--- src/rtl/alu_exec_sequencer.sv ---
// -----------------------------------------------------------------------------
// alu_exec_sequencer
//
// Multi-cycle controller that runs one register-register instruction at a time
// through a shared register bank and an external combinational ALU:
//   IDLE -> READ -> EXEC -> WB -> DONE -> IDLE
// The bank is read combinationally in READ. The operands are registered into
// the ALU inputs at the READ->EXEC edge. The result is staged for write-back at
// the EXEC->WB edge and written during WB. It is then held on the result port
// until the consumer takes it. A free-running divider alternates the 16-bit
// display between the lower and upper half of the last result.
//
// Ports
//   clk, rst          system clock, synchronous active-high reset
//   instr_*           instruction handshake and fields (rs1, rs2, rd, op, wb)
//   rb_read_reg1/2    bank read addresses      rb_data_out1/2  bank read data
//   rb_write_*        bank write address, data and strobe
//   alu_a/b/opcode    ALU operands and opcode  alu_result      ALU result
//   res_valid/ready   result handshake         res_data        result value
//   op_count          completed instructions (wraps at 16 bits)
//   display           selected half of res_data, registered
// -----------------------------------------------------------------------------
module alu_exec_sequencer #(
    parameter int unsigned DISP_DIV = 50000000,
    parameter int unsigned REG_AW   = 4,
    parameter int unsigned DW       = 32
) (
    input  logic              clk,
    input  logic              rst,

    input  logic              instr_valid,
    output logic              instr_ready,
    input  logic [REG_AW-1:0] instr_rs1,
    input  logic [REG_AW-1:0] instr_rs2,
    input  logic [REG_AW-1:0] instr_rd,
    input  logic [3:0]        instr_op,
    input  logic              instr_wb,

    output logic [REG_AW-1:0] rb_read_reg1,
    output logic [REG_AW-1:0] rb_read_reg2,
    input  logic [DW-1:0]     rb_data_out1,
    input  logic [DW-1:0]     rb_data_out2,
    output logic [REG_AW-1:0] rb_write_reg,
    output logic [DW-1:0]     rb_write_data,
    output logic              rb_write_enable,

    output logic [DW-1:0]     alu_a,
    output logic [DW-1:0]     alu_b,
    output logic [3:0]        alu_opcode,
    input  logic [DW-1:0]     alu_result,

    output logic              res_valid,
    input  logic              res_ready,
    output logic [DW-1:0]     res_data,

    output logic [15:0]       op_count,
    output logic [15:0]       display
);

    typedef enum logic [2:0] {
        S_IDLE,
        S_READ,
        S_EXEC,
        S_WB,
        S_DONE
    } state_e;

    // Divider width is sized to hold DISP_DIV-1 (DISP_DIV >= 2).
    localparam int unsigned      DIV_W    = $clog2(DISP_DIV);
    localparam logic [DIV_W-1:0] DIV_LAST = DIV_W'(DISP_DIV - 1);

    state_e state_q, state_d;

    // Latched instruction fields
    logic [REG_AW-1:0] rd_q, rd_d;
    logic [3:0]        op_q, op_d;
    logic              wb_q, wb_d;

    // Datapath registers driving the outputs
    logic [REG_AW-1:0] rb_read_reg1_q, rb_read_reg1_d;
    logic [REG_AW-1:0] rb_read_reg2_q, rb_read_reg2_d;
    logic [DW-1:0]     alu_a_q, alu_a_d;
    logic [DW-1:0]     alu_b_q, alu_b_d;
    logic [3:0]        alu_opcode_q, alu_opcode_d;
    logic [REG_AW-1:0] rb_write_reg_q, rb_write_reg_d;
    logic [DW-1:0]     rb_write_data_q, rb_write_data_d;
    logic [DW-1:0]     res_data_q, res_data_d;
    logic [15:0]       op_count_q, op_count_d;

    // Display divider and half select (0 = lower half, 1 = upper half)
    logic [DIV_W-1:0]  div_q, div_d;
    logic              half_q, half_d;
    logic [15:0]       display_q, display_d;

    // -------------------------------------------------------------------------
    // FSM: next state and handshake/strobe outputs
    // -------------------------------------------------------------------------
    always_comb begin
        // NOTE: every output of a combinational block gets a default first so
        // that no path leaves it unassigned, which would infer a latch.
        state_d         = state_q;
        instr_ready     = 1'b0;
        res_valid       = 1'b0;
        rb_write_enable = 1'b0;

        case (state_q)
            S_IDLE: begin
                instr_ready = 1'b1;
                if (instr_valid) begin
                    state_d = S_READ;
                end
            end
            S_READ: state_d = S_EXEC;
            S_EXEC: state_d = S_WB;
            S_WB: begin
                // A reset landing on this edge aborts the instruction, so the
                // strobe is suppressed and the bank never sees the write.
                rb_write_enable = wb_q && !rst;
                state_d         = S_DONE;
            end
            S_DONE: begin
                res_valid = 1'b1;
                if (res_ready) begin
                    state_d = S_IDLE;
                end
            end
            default: state_d = S_IDLE;
        endcase
    end

    always_ff @(posedge clk) begin
        // NOTE: sequential state is updated only with non-blocking assignments
        // so every register samples its inputs from before the clock edge.
        if (rst) begin
            state_q <= S_IDLE;
        end else begin
            state_q <= state_d;
        end
    end

    // -------------------------------------------------------------------------
    // Datapath next-state
    // -------------------------------------------------------------------------
    always_comb begin
        rd_d            = rd_q;
        op_d            = op_q;
        wb_d            = wb_q;
        rb_read_reg1_d  = rb_read_reg1_q;
        rb_read_reg2_d  = rb_read_reg2_q;
        alu_a_d         = alu_a_q;
        alu_b_d         = alu_b_q;
        alu_opcode_d    = alu_opcode_q;
        rb_write_reg_d  = rb_write_reg_q;
        rb_write_data_d = rb_write_data_q;
        res_data_d      = res_data_q;
        op_count_d      = op_count_q;

        case (state_q)
            S_IDLE: begin
                if (instr_valid) begin
                    // Read addresses are loaded on accept so they are already
                    // on the bank in READ and stay put until the next accept.
                    rb_read_reg1_d = instr_rs1;
                    rb_read_reg2_d = instr_rs2;
                    rd_d           = instr_rd;
                    op_d           = instr_op;
                    wb_d           = instr_wb;
                end
            end
            S_READ: begin
                alu_a_d      = rb_data_out1;
                alu_b_d      = rb_data_out2;
                alu_opcode_d = op_q;
            end
            S_EXEC: begin
                // Operands are stable through WB, so the staged write data
                // matches the result captured into res_data one cycle later.
                rb_write_reg_d  = rd_q;
                rb_write_data_d = alu_result;
            end
            S_WB: begin
                res_data_d = alu_result;
            end
            S_DONE: begin
                if (res_ready) begin
                    op_count_d = op_count_q + 16'd1;
                end
            end
            default: ;
        endcase
    end

    // -------------------------------------------------------------------------
    // Display divider: runs independently of the FSM
    // -------------------------------------------------------------------------
    always_comb begin
        div_d  = div_q + DIV_W'(1);
        half_d = half_q;
        if (div_q == DIV_LAST) begin
            div_d  = '0;
            half_d = ~half_q;
        end
        display_d = half_q ? res_data_q[31:16] : res_data_q[15:0];
    end

    always_ff @(posedge clk) begin
        if (rst) begin
            rd_q            <= '0;
            op_q            <= '0;
            wb_q            <= 1'b0;
            rb_read_reg1_q  <= '0;
            rb_read_reg2_q  <= '0;
            alu_a_q         <= '0;
            alu_b_q         <= '0;
            alu_opcode_q    <= '0;
            rb_write_reg_q  <= '0;
            rb_write_data_q <= '0;
            res_data_q      <= '0;
            op_count_q      <= '0;
            div_q           <= '0;
            half_q          <= 1'b0;
            display_q       <= '0;
        end else begin
            rd_q            <= rd_d;
            op_q            <= op_d;
            wb_q            <= wb_d;
            rb_read_reg1_q  <= rb_read_reg1_d;
            rb_read_reg2_q  <= rb_read_reg2_d;
            alu_a_q         <= alu_a_d;
            alu_b_q         <= alu_b_d;
            alu_opcode_q    <= alu_opcode_d;
            rb_write_reg_q  <= rb_write_reg_d;
            rb_write_data_q <= rb_write_data_d;
            res_data_q      <= res_data_d;
            op_count_q      <= op_count_d;
            div_q           <= div_d;
            half_q          <= half_d;
            display_q       <= display_d;
        end
    end

    assign rb_read_reg1  = rb_read_reg1_q;
    assign rb_read_reg2  = rb_read_reg2_q;
    assign alu_a         = alu_a_q;
    assign alu_b         = alu_b_q;
    assign alu_opcode    = alu_opcode_q;
    assign rb_write_reg  = rb_write_reg_q;
    assign rb_write_data = rb_write_data_q;
    assign res_data      = res_data_q;
    assign op_count      = op_count_q;
    assign display       = display_q;

endmodule
--- config.mk ---
export PLATFORM = sky130hd
export DESIGN_NAME = alu_exec_sequencer
export DESIGN_NICKNAME = d
export VERILOG_FILES = /design/src/rtl/alu_exec_sequencer.sv
export SDC_FILE = /design/constraint.sdc
export NUM_CORES = 1
export LEC_CHECK = 0
export ABC_AREA = 1
export ABC_CLOCK_PERIOD_IN_PS = 2000
export CORE_ASPECT_RATIO = 1.4
export CORE_MARGIN = 1.5
export CORE_UTILIZATION = 35
export DETAILED_ROUTE_END_ITERATION = 8
export PLACE_DENSITY_LB_ADDON = 0.08
export SYNTH_ARGS = -nofsm -noshare
export SYNTH_HDL_FRONTEND = slang
export SYNTH_SLANG_ARGS = --single-unit
--- constraint.sdc ---
create_clock -name clk -period 2 [get_ports clk]
set_input_delay 0.4 -clock clk [delete_from_list [all_inputs] [get_ports clk]]
set_output_delay 0.4 -clock clk [all_outputs]
set_load 0.05 [all_outputs]
== Yosys cells after proc, flatten, opt, wreduce, memory -nomap -nowiden ==
Cells that the tools add are included.

* Input port bits: 117
* Logic and storage cells: 40
* Bits in registers: 215
* Output and inout port bits: 179

* Reduce and logical (&&, ||, !) cells: 7
* Bitwise operators: 1
* Eq/ne operators: 7
* Add/sub/neg operators: 2
* Multiplexer cells: 7

{| class="wikitable"
|+ Operators with widths
! kind !! count
|-
| adder 26 x 1 -> 26 bit, second input constant || 1
|-
| == test 26 bit, second input constant || 1
|-
| adder 16 x 1 -> 16 bit, second input constant || 1
|-
| two-way mux 16 bit || 1
|-
| case mux 3 bit (5 select lines) || 1
|-
| == test 3 x 2 -> 1 bit, second input constant || 2
|-
| two-way mux 3 bit || 2
|-
| AND reduction 2 bit || 3
|-
| != test 2 bit, second input constant || 2
|-
| == test 3 x 1 -> 1 bit, second input constant || 1
|-
| == test 3 bit, second input constant || 1
|-
| zero test 3 bit || 1
|-
| two-way mux 1 bit || 3
|-
| OR reduction 2 bit || 1
|-
| logical AND 1 bit || 1
|-
| zero test 1 bit || 1
|-
| NOT 1 bit || 1
|}

== Longest topological paths before layout ==
Gate-level depths: netlist of run 1.

* Word-level depth: 3
* Gate-level depth with buffers: 9
* Depth with buffers taken out: 9

== Worst setup path before layout of run 1 ==
Ideal clock, no wire load.

* Path kind: in2out
* From: input port rst
* To: output port rb_write_enable
* Buffers on the path: 2
* Stages on the path: 3
* Setup slack: -237 ps
* Arrival: 1837 ps
* Cells stage by stage: buf_2 -> clkbuf_1 -> nor3_1

* Word-level cells in the longest chain between the ends: 3

{| class="wikitable"
|+ RTL lines
! item !! line !! source
|-
| start: declaration || 29 || <nowiki>input logic rst,</nowiki>
|-
| zero test 1 bit || 118 || <nowiki>rb_write_enable = wb_q && !rst;</nowiki>
|-
| logical AND 1 bit || 118 ||
|-
| two-way mux 1 bit || 106 || <nowiki>case (state_q)</nowiki>
|-
| end: declaration || 45 || <nowiki>output logic rb_write_enable,</nowiki>
|}

Every way passes these cells.

== Worst setup path in the final report of run 1 ==
* From: register state_q[2]
* To: output port rb_write_enable

* Word-level cells in the longest chain between the ends: 2

{| class="wikitable"
|+ RTL lines
! item !! line !! source
|-
| start: declaration || 72 || <nowiki>state_e state_q, state_d;</nowiki>
|-
| start signal: assignment || 137 || <nowiki>state_q <= state_d;</nowiki>
|-
| == test 3 x 2 -> 1 bit || 106 ||
|-
| two-way mux 1 bit || 106 ||
|}

Every way passes these cells.

==> flow_summary.toml, run 1 <==
[outcome]
status = "finished, final reports clean"

[cells_and_area]
nNetsFinal = 1503
area_growth_syn_to_layout_pct = 45.7
final_common_cell = "nor2_1"
mostFrequentLayoutCells = "nor2_1, dfxtp_1, dlygate4sd2_1, clkdlybuf4s50_1, nand2_1"
instances_no_fill = 1707
layout-drive-gt1-share = 0.0843

[critical_path]
cp.arrival_ns = 1.54
crit_family = "simple AND/OR/NAND/NOR gates"
critPathBufInv = 2
path_class = "reg2out"
worst_r2r_endpoint = "wb_q$_SDFFE_PP0P_"
cp_slowest_cell = "dfxtp_1"
rr_worst_depth = 7
crit_path_max_fanout = 4
endpoint_kind = "primary output"
cp-start-kind = "flop"
r2r-start = "state_q[0]$_SDFFE_PP0P_"
r2r_slack_ns = 0.37
slowest_delay_ns = 0.36
critPathRequiredTime_ns = 1.60
worstPathCellList = "inv_1, nand3_2, nor3_4, buf_12"

[power]
pwr-share-clk = 0.383
irDropWorstVdd_mv = 0.566
p_per_area_mw_per_mm2 = 915
switchingPower_uw = 3300
p_leak_uw = 0.00516
switching_share = 0.299
comb_power_share = 0.194
p_int_uw = 7750
pwr-share-seq = 0.424

[synthesis]
async_reset_ff_frac = 0
synth_compound_area_frac = 0.169
yosysWarnings = 0
ys.flop_type = "dfxtp_1"
syn_area_per_cell_um2 = 7.49
synth_area_mm2 = 0.00829
synth_edf_count = 0
yosysUniqueCellTypes = 30
synthMuxAreaShare = 0
synth-seq-cells = 215
synth.yosys.seq_area_share = 0.519
postSynthCellCount = 1107
yosys.area_share.simple = 0.212
yosys.area_share.adder = 0.00302
synth-xor-area-share = 0.0106
synth_top_family_by_area = "simple AND/OR/NAND/NOR gates"
synth_nets = 1226

[sta]
slew_headroom = 0.584
fin_crit_ns = 1.94
finalMaxSlewViolations = 0
worstMarginPinSlew_ns = 0.623
setup_viol = 0
finalHoldViolations = 0
fin_tns_setup_ns = 0
fin_crit_sh = 0.970
finClkSkew_ns = 0.00712
fmax_ghz = 0.516

[global_routing]
grt_max_degree = 70
overflow = 0
antenna_found_initial = 1
track_usage = 0.205
grt_pass1_vias = 7380
grt_pass1_wl_um = 40000

[cts]
clock_sinks = 215
cts_buffers = 23
clockBufferDepth = 3
clkTransAtPathRegs_ns = 0.06
root_buffer = "clkbuf_16"
htreeDepth = 1
clk_latency_ns = 0.51
cts_tree = "built"

[floorplanning]
die_x_um = 133
fp.dieH_um = 185
start_util = 0.356
io_pins = 296
rows = 66
coreArea_mm2 = 0.0233
dieArea_mm2 = 0.0246

[place]
dp_cells = 1665
port_buffers = 295
place_hpwl_um = 18600
gp_congestion = 0.822

[hold_path]
holdPathEnd = "alu_b[11]$_SDFFE_PP0N_"
hp-class = "reg2reg"
hp-start = "alu_b[11]$_SDFFE_PP0N_"
min_path_cells = 2

[routing]
firstDrtPassIters = 4
drc = 0
drtIter0Drc = 322
postRouteAntennaNets = 0
drt-total-wl_um = 26000
wl_per_cell_um = 15.2
via_per_inst = 4.61
vias = 7864

[job]
maxCapViolations = 0
[layer usage]
layer,vias to the layer above,track usage,part of all wire
met5,-,0,0
met4,0,0.0633,0.023
met3,41,0.0569,0.073
li1,4108,-,-
met1,3510,0.231,0.39
met2,205,0.374,0.51
[synthesized netlist by cell type (2+ instances only)]
cell	instances	area, µm²
a21oi_1	113	566
buf_2	25	125
buf_4	4	30.0
buf_6	2	22.5
clkbuf_1	27	101
dfxtp_1	215	4300
ha_1	2	25.0
inv_1	111	417
inv_2	6	22.5
nand2_1	115	432
nand2_2	2	12.5
nand3_1	37	185
nand3b_1	2	15.0
nand4_1	6	37.5
nor2_1	239	897
nor2_2	11	68.8
nor2_4	2	22.5
nor3_1	8	40.0
o21ai_0	97	485
o21ai_1	65	325
xnor2_1	7	61.3
xor2_1	3	26.3
[cells by family after synthesis]
logic type               count (synthesis)
adder cells (fa/ha/maj)                  2
flip-flops                             215
AND/OR/NAND/NOR                        427
XOR/XNOR                                10
AO/OA/AOI/OAI                          278
buffers and inverters                  175
[power by group through the flow]
| stage | Sequential (µW) | Clock (µW) | Combinational (µW) |
|---|---|---|---|
| 2_1_floorplan | 5610 | 0 | 556 |
| 3_3_place_gp | 4780 | 0 | 2280 |
| 3_5_place_dp | 4790 | 0 | 2290 |
| 4_1_cts | 4690 | 4370 | 2170 |
| 5_1_grt | 4720 | 4530 | 2290 |
| 6_report | 4680 | 4230 | 2140 |
[stage by stage]
stage,util,total power [µW],cell area [µm²],hold slack (ns),worst slack (ns)
2_1_floorplan,-,6160,8300,0.430,0.190
3_3_place_gp,0.494,7060,11500,0.429,0.112
3_5_place_dp,0.494,7070,11500,0.435,0.0971
4_1_cts,0.519,11200,12100,0.442,0.000269
5_1_grt,0.519,11500,12100,0.454,-0.0143
6_report,0.519,11100,12100,0.438,0.0608
[worst max path at each step]
stage	startpoint	to	cells after the start
after floorplan	rst	rb_write_enable	3
after global placement	rst	rb_write_enable	3
after detailed placement	rst	div_q[20]$_SDFF_PP0_	6
after CTS	state_q[0]$_SDFFE_PP0P_	instr_ready	5
after global routing	state_q[2]$_SDFFE_PP0P_	rb_write_enable	4
final	state_q[2]$_SDFFE_PP0P_	rb_write_enable	4
[worst register-to-register path, stage by stage (launching register included)]
cell     delay (ns)
dfxtp_1        0.37
nor2_2         0.15
nand2_1        0.10
inv_4          0.19
nand2_1        0.25
buf_12         0.24
o21ai_0        0.17
a21oi_1        0.06
[final cells by class]
cell class | instances | area [µm²]
Timing Repair Buffer | 310 | 2910
Tap cell | 306 | 383
Sequential cell | 215 | 4300
Clock inverter | 7 | 88.8
Multi-Input combinational cell | 717 | 3290
Antenna cell | 2 | 5.00
Fill cell | 2327 | 11200
Inverter | 117 | 444
Clock buffer | 33 | 653
[repair_timing]
action / CTS / global route
setup endpoints to repair: 137 / 2
hold buffers: 0 / 0
gates resized for setup: 137 / 1
pin swaps: 1 / 0
buffers inserted: 1 / 0
(Power assumes the default switching activity.)
==> inputs of run 2 (changes only) <==
ABC_CLOCK_PERIOD_IN_PS = 1600   (was 2000)
RECOVER_POWER = 50   (was default)
SETUP_SLACK_MARGIN = 0.4   (was default)
clock period = 1.6 ns   (was 2 ns; I/O delays follow)
==> run 2 against run 1 <==
Effect of this change: the flow now finishes with violations (negative setup slack); count of clock-buffer cells in the layout unchanged; first-iteration DRC count down 23%; combinational power up 110%; cell area up 40%; clock power up 27%; critical path depth down 1; clock skew up 0.0060 ns; cell count up 9.2%; worst hold slack worse by 0.048 ns; setup slack worse by 0.15 ns; utilization up 21 points; die area unchanged; critical endpoint unchanged.
==> flow_summary.toml, run 2 (synthesized netlist as in run 1, its figures left out) <==
[cts]
clockBufferDepth = 3
clk_latency_ns = 0.51
clock_sinks = 215
cts_tree = "built"
clkTransAtPathRegs_ns = 0.06
root_buffer = "clkbuf_16"
htreeDepth = 1
cts_buffers = 23

[sta]
fin_crit_ns = 1.69
fin_tns_setup_ns = -0.198
fmax_ghz = 0.591
whs_ns = 0.390
worstMarginPinSlew_ns = 0.813
finClkSkew_ns = 0.0131
setup_viol = 3
fin_ws_ns = -0.0928
rsz0062_at_grt = "yes"
fin_crit_sh = 1.06
slew_headroom = 0.458
finalMaxSlewViolations = 0
finalHoldViolations = 0

[critical_path]
rr_worst_depth = 10
cp-start-kind = "flop"
critPathRequiredTime_ns = 1.28
cp.arrival_ns = 1.37
r2r_slack_ns = 0.08
crit_end = "rb_write_enable"
crit_path_max_fanout = 5
path_class = "reg2out"
r2r-start = "div_q[0]$_SDFF_PP0_"
endpoint_kind = "primary output"
crit_path_start = "state_q[1]$_SDFFE_PP0P_"
worst_r2r_endpoint = "div_q[5]$_SDFF_PP0_"

[power]
p_per_area_mw_per_mm2 = 936
total_power_uw = 15900
p_leak_uw = 0.00663
irDropWorstVdd_mv = 0.734

[routing]
drc = 0
drt-total-wl_um = 33300
postRouteAntennaNets = 0
vias = 9042
drtIter0Drc = 248
via_per_inst = 4.85
firstDrtPassIters = 4
wl_per_cell_um = 17.9

[global_routing]
grt_use_met2 = 0.435
grt_pass1_vias = 8598
grt_max_degree = 38
use_met1 = 0.245
grt_pass1_wl_um = 44800
antenna_found_initial = 0
met3_usage = 0.0498
busiest_layer = "met2"
overflow = 0
track_usage = 0.227

[outcome]
status = "finished with violations"
violations = "negative setup slack"

[cells_and_area]
n_antenna_cell = 0
layout-drive-gt1-share = 0.559
mostFrequentLayoutCells = "nor2_1, buf_8, dfxtp_2, clkdlybuf4s50_1, inv_1"
n_fill_cell = 1679
nNetsFinal = 1660
final_common_cell = "nor2_1"
area_growth_syn_to_layout_pct = 104
regArea_mm2 = 0.00467
multi_input_area_mm2 = 0.00464

[place]
port_buffers = 295
dp_slack_ns = -0.185
gp_congestion = 0.823
place_hpwl_um = 18600

[floorplanning]
fp.dieH_um = 185
start_util = 0.356
coreArea_mm2 = 0.0233
die_x_um = 133
dieArea_mm2 = 0.0246
rows = 66
io_pins = 296

[job]
maxCapViolations = 0

[hold_path]
min_path_cells = 3
hp-class = "in2reg"
-- run 2: cell count changes in the layout (fill, tap and decap cells not counted), moves of 34 or more --
| cell | previous run | this run |
|---|---|---|
| dfxtp_1 | 215 | 18 |
| o21ai_2 | 0 | 68 |
| nor2_1 | 239 | 186 |
| dlygate4sd2_1 | 136 | 1 |
| dfxtp_2 | 0 | 148 |
| o21ai_0 | 97 | 44 |
| dfxtp_4 | 0 | 49 |
| nor2_4 | 2 | 46 |
| buf_4 | 48 | 100 |
| a21oi_1 | 113 | 36 |
| buf_12 | 10 | 44 |
| a21oi_2 | 0 | 72 |
| buf_8 | 0 | 157 |
-- run 2: area by class of cell --
cell class                      instances  area share
Multi-Input combinational cell        718       0.274
Tap cell                              306      0.0226
Timing Repair Buffer                  466       0.354
Clock inverter                          9     0.00451
Inverter                              117      0.0279
Clock buffer                           33      0.0409
Sequential cell                       215       0.276
-- run 2: through the flow --
step | instance area [µm²] | std cells | util
2_1_floorplan | 8460 | 1107 | -
3_3_place_gp | 11700 | 1688 | 0.504
3_5_place_dp | 11700 | 1688 | 0.504
4_1_cts | 15200 | 1814 | 0.652
5_1_grt | 16900 | 1864 | 0.727
6_report | 16900 | 1864 | 0.727
-- run 2: per-layer routing --
layer / vias to the layer above / routed length (µm)
met5: - / 0
met4: 0 / 1050
met3: 61 / 1940
met2: 254 / 18300
met1: 4293 / 12000
li1: 4434 / -
-- run 2: how the worst min path moves through the flow --
stage	start	to	slack, ns
after floorplan	div_q[0]$_SDFF_PP0_	div_q[0]$_SDFF_PP0_	0.43
after global placement	alu_b[24]$_SDFFE_PP0N_	alu_b[24]$_SDFFE_PP0N_	0.43
after detailed placement	alu_a[2]$_SDFFE_PP0N_	alu_a[2]$_SDFFE_PP0N_	0.43
after CTS	instr_rs2[3]	rb_read_reg2[3]$_SDFFE_PP0P_	0.38
after global routing	rst	op_count[1]$_SDFFE_PP0P_	0.40
final	instr_rs2[1]	rb_read_reg2[1]$_SDFFE_PP0P_	0.39
-- run 2: repair_timing --
action                     in CTS  in global routing
pin swaps                      36                 74
gates cloned                    9                 17
hold buffers                    0                  0
setup endpoints to repair     377                380
setup buffers                  75                 33
gates resized for setup       608                358
-- run 2: critical path: stages, from the launching register on --
cell and delay [ns]:
dfxtp_4 0.40, nand3_4 0.10, nor3_4 0.20, buf_12 0.16
-- run 2: power breakdown --
group,total [µW],internal (µW),switching (µW)
Clock,5390,3170,2220
Sequential,6050,5710,340
Combinational,4420,2080,2350
==> inputs of run 3 (changes only) <==
CELL_PAD_IN_SITES_DETAIL_PLACEMENT = 1   (was default)
CELL_PAD_IN_SITES_GLOBAL_PLACEMENT = 2   (was default)
CORE_UTILIZATION = 22   (was 35)
==> run 3 against run 2 <==
Effect of this change: the flow still finishes with violations (negative setup slack); cell area is 4.2% lower; worst hold slack lost 0.033 ns; first-iteration DRC count up 6.9%; count of clock-buffer cells in the layout increased by 8; register-to-register slack got worse by 0.03 ns; non-clock buffer count up 17; sequential share of layout area up 1.1 points; sequential power is 0.8% lower; via count rose by 0.20%; cell count increased by 9.8%; maximum frequency is 6.6% lower.
==> flow_summary.toml, run 3 (synthesized netlist as in run 1, its figures left out) <==
[critical_path]
r2r-start = "state_q[1]$_SDFFE_PP0P_"
path_class = "in2out"
endpoint_kind = "primary output"
r2r_slack_ns = 0.05
critPathRequiredTime_ns = 1.28
cp-start-kind = "input port"
rr_worst_depth = 8
crit_path_max_fanout = 3
cp.arrival_ns = 1.49
crit_path_start = "rst"

[cells_and_area]
fin_area_mm2 = 0.0162
mostFrequentLayoutCells = "nor2_1, dfxtp_2, buf_8, buf_4, clkdlybuf4s50_1"
instances_no_fill = 2046
final_common_cell = "nor2_1"
n_fill_cell = 4173
area_growth_syn_to_layout_pct = 95.7
layout-drive-gt1-share = 0.481
nNetsFinal = 1680

[power]
irDropWorstVdd_mv = 0.760
p_per_area_mw_per_mm2 = 953
p_leak_uw = 0.00654
total_power_uw = 15500

[outcome]
status = "finished with violations"
violations = "negative setup slack"

[place]
gp_congestion = 0.770
placed_cell_area_mm2 = 0.0123
dp_cells = 1866
place_hpwl_um = 24700
port_buffers = 295

[floorplanning]
io_pins = 296
coreArea_mm2 = 0.0369
dieArea_mm2 = 0.0389
rows = 83
fp.dieH_um = 233
die_x_um = 167
start_util = 0.225

[cts]
cts_buffers = 26
root_buffer = "clkbuf_16"
clk_latency_ns = 0.55
clock_sinks = 215
hold_buffers = 0
clockBufferDepth = 3
cts_tree = "built"
htreeDepth = 1
clkTransAtPathRegs_ns = 0.05

[routing]
postRouteAntennaNets = 0
drtIter0Drc = 265
wl_per_cell_um = 18.5
firstDrtPassIters = 4
via_per_inst = 4.43
vias = 9060
drt-total-wl_um = 37900
drc = 0

[sta]
rsz0062_at_grt = "yes"
finClkSkew_ns = 0.0198
finalHoldViolations = 0
fin_crit_sh = 1.13
slew_headroom = 0.724
fin_ws_ns = -0.212
finalMaxSlewViolations = 0
worstMarginPinSlew_ns = 0.413
fmax_ghz = 0.552
fin_crit_ns = 1.81
setup_viol = 5

[hold_path]
min_path_cells = 3
hp-class = "in2reg"
hp-start = "instr_rs2[0]"

[global_routing]
grt_max_degree = 41
overflow = 0
grt_pass1_wl_um = 54000
track_usage = 0.179
antenna_found_initial = 2
grt_pass1_vias = 9494

[job]
maxCapViolations = 0
==> run 3: stage by stage <==
step	hold slack [ns]	setup TNS (ns)	utilization	setup WS, ns
floorplan	0.429	0	-	0.142
global placement	0.432	-1.33	0.333	-0.193
detailed placement	0.435	-2.27	0.333	-0.175
CTS	0.330	-0.528	0.423	-0.245
global route	0.349	-3.90	0.440	-0.260
finish	0.357	-0.423	0.440	-0.212
==> run 3: critical path, stage by stage <==
cell and delay [ns]:
clkdlybuf4s50_1 0.41, clkbuf_2 0.16, buf_4 0.16, nor3_4 0.26, buf_12 0.17
==> run 3: routing by layer <==
layer / global-route usage / up-vias / wire length [µm]
met4: 0.0540 / 2 / 839
met1: 0.176 / 4346 / 13100
met3: 0.0490 / 43 / 2310
met2: 0.357 / 206 / 21600
met5: 0 / - / 13
li1: - / 4463 / -
==> run 3: final cells by class <==
| cell class | count | area (µm²) | share of cell area |
|---|---|---|---|
| repair buffers | 483 | 5710 | 0.352 |
| clock inverters | 4 | 31.3 | 0.00193 |
| inverters | 117 | 463 | 0.0285 |
| well taps | 467 | 584 | 0.0360 |
| flip-flops and latches | 215 | 4660 | 0.287 |
| diodes | 1 | 2.50 | 0.000154 |
| multi-input cells | 718 | 4000 | 0.247 |
| clock buffers | 41 | 767 | 0.0473 |
==> run 3: what timing repair did <==
action / CTS / global route
cloned: 3 / 11
buffers inserted: 84 / 36
endpoints found under the setup margin: 346 / 379
gates resized for setup: 613 / 163
pin swaps: 27 / 47
==> run 3: worst paths after layout <==
check,to
worst max-delay path,rb_write_enable
worst min-delay path,rb_read_reg2[0]$_SDFFE_PP0P_
worst max register to register,rd_q[1]$_SDFFE_PP0P_
worst min register to register,alu_opcode[1]$_SDFFE_PP0N_
==> run 3: power by group <==
group	switching (µW)	total, µW	internal (µW)
clock	2380	5650	3270
combinational	2090	3820	1730
sequential	296	6000	5700
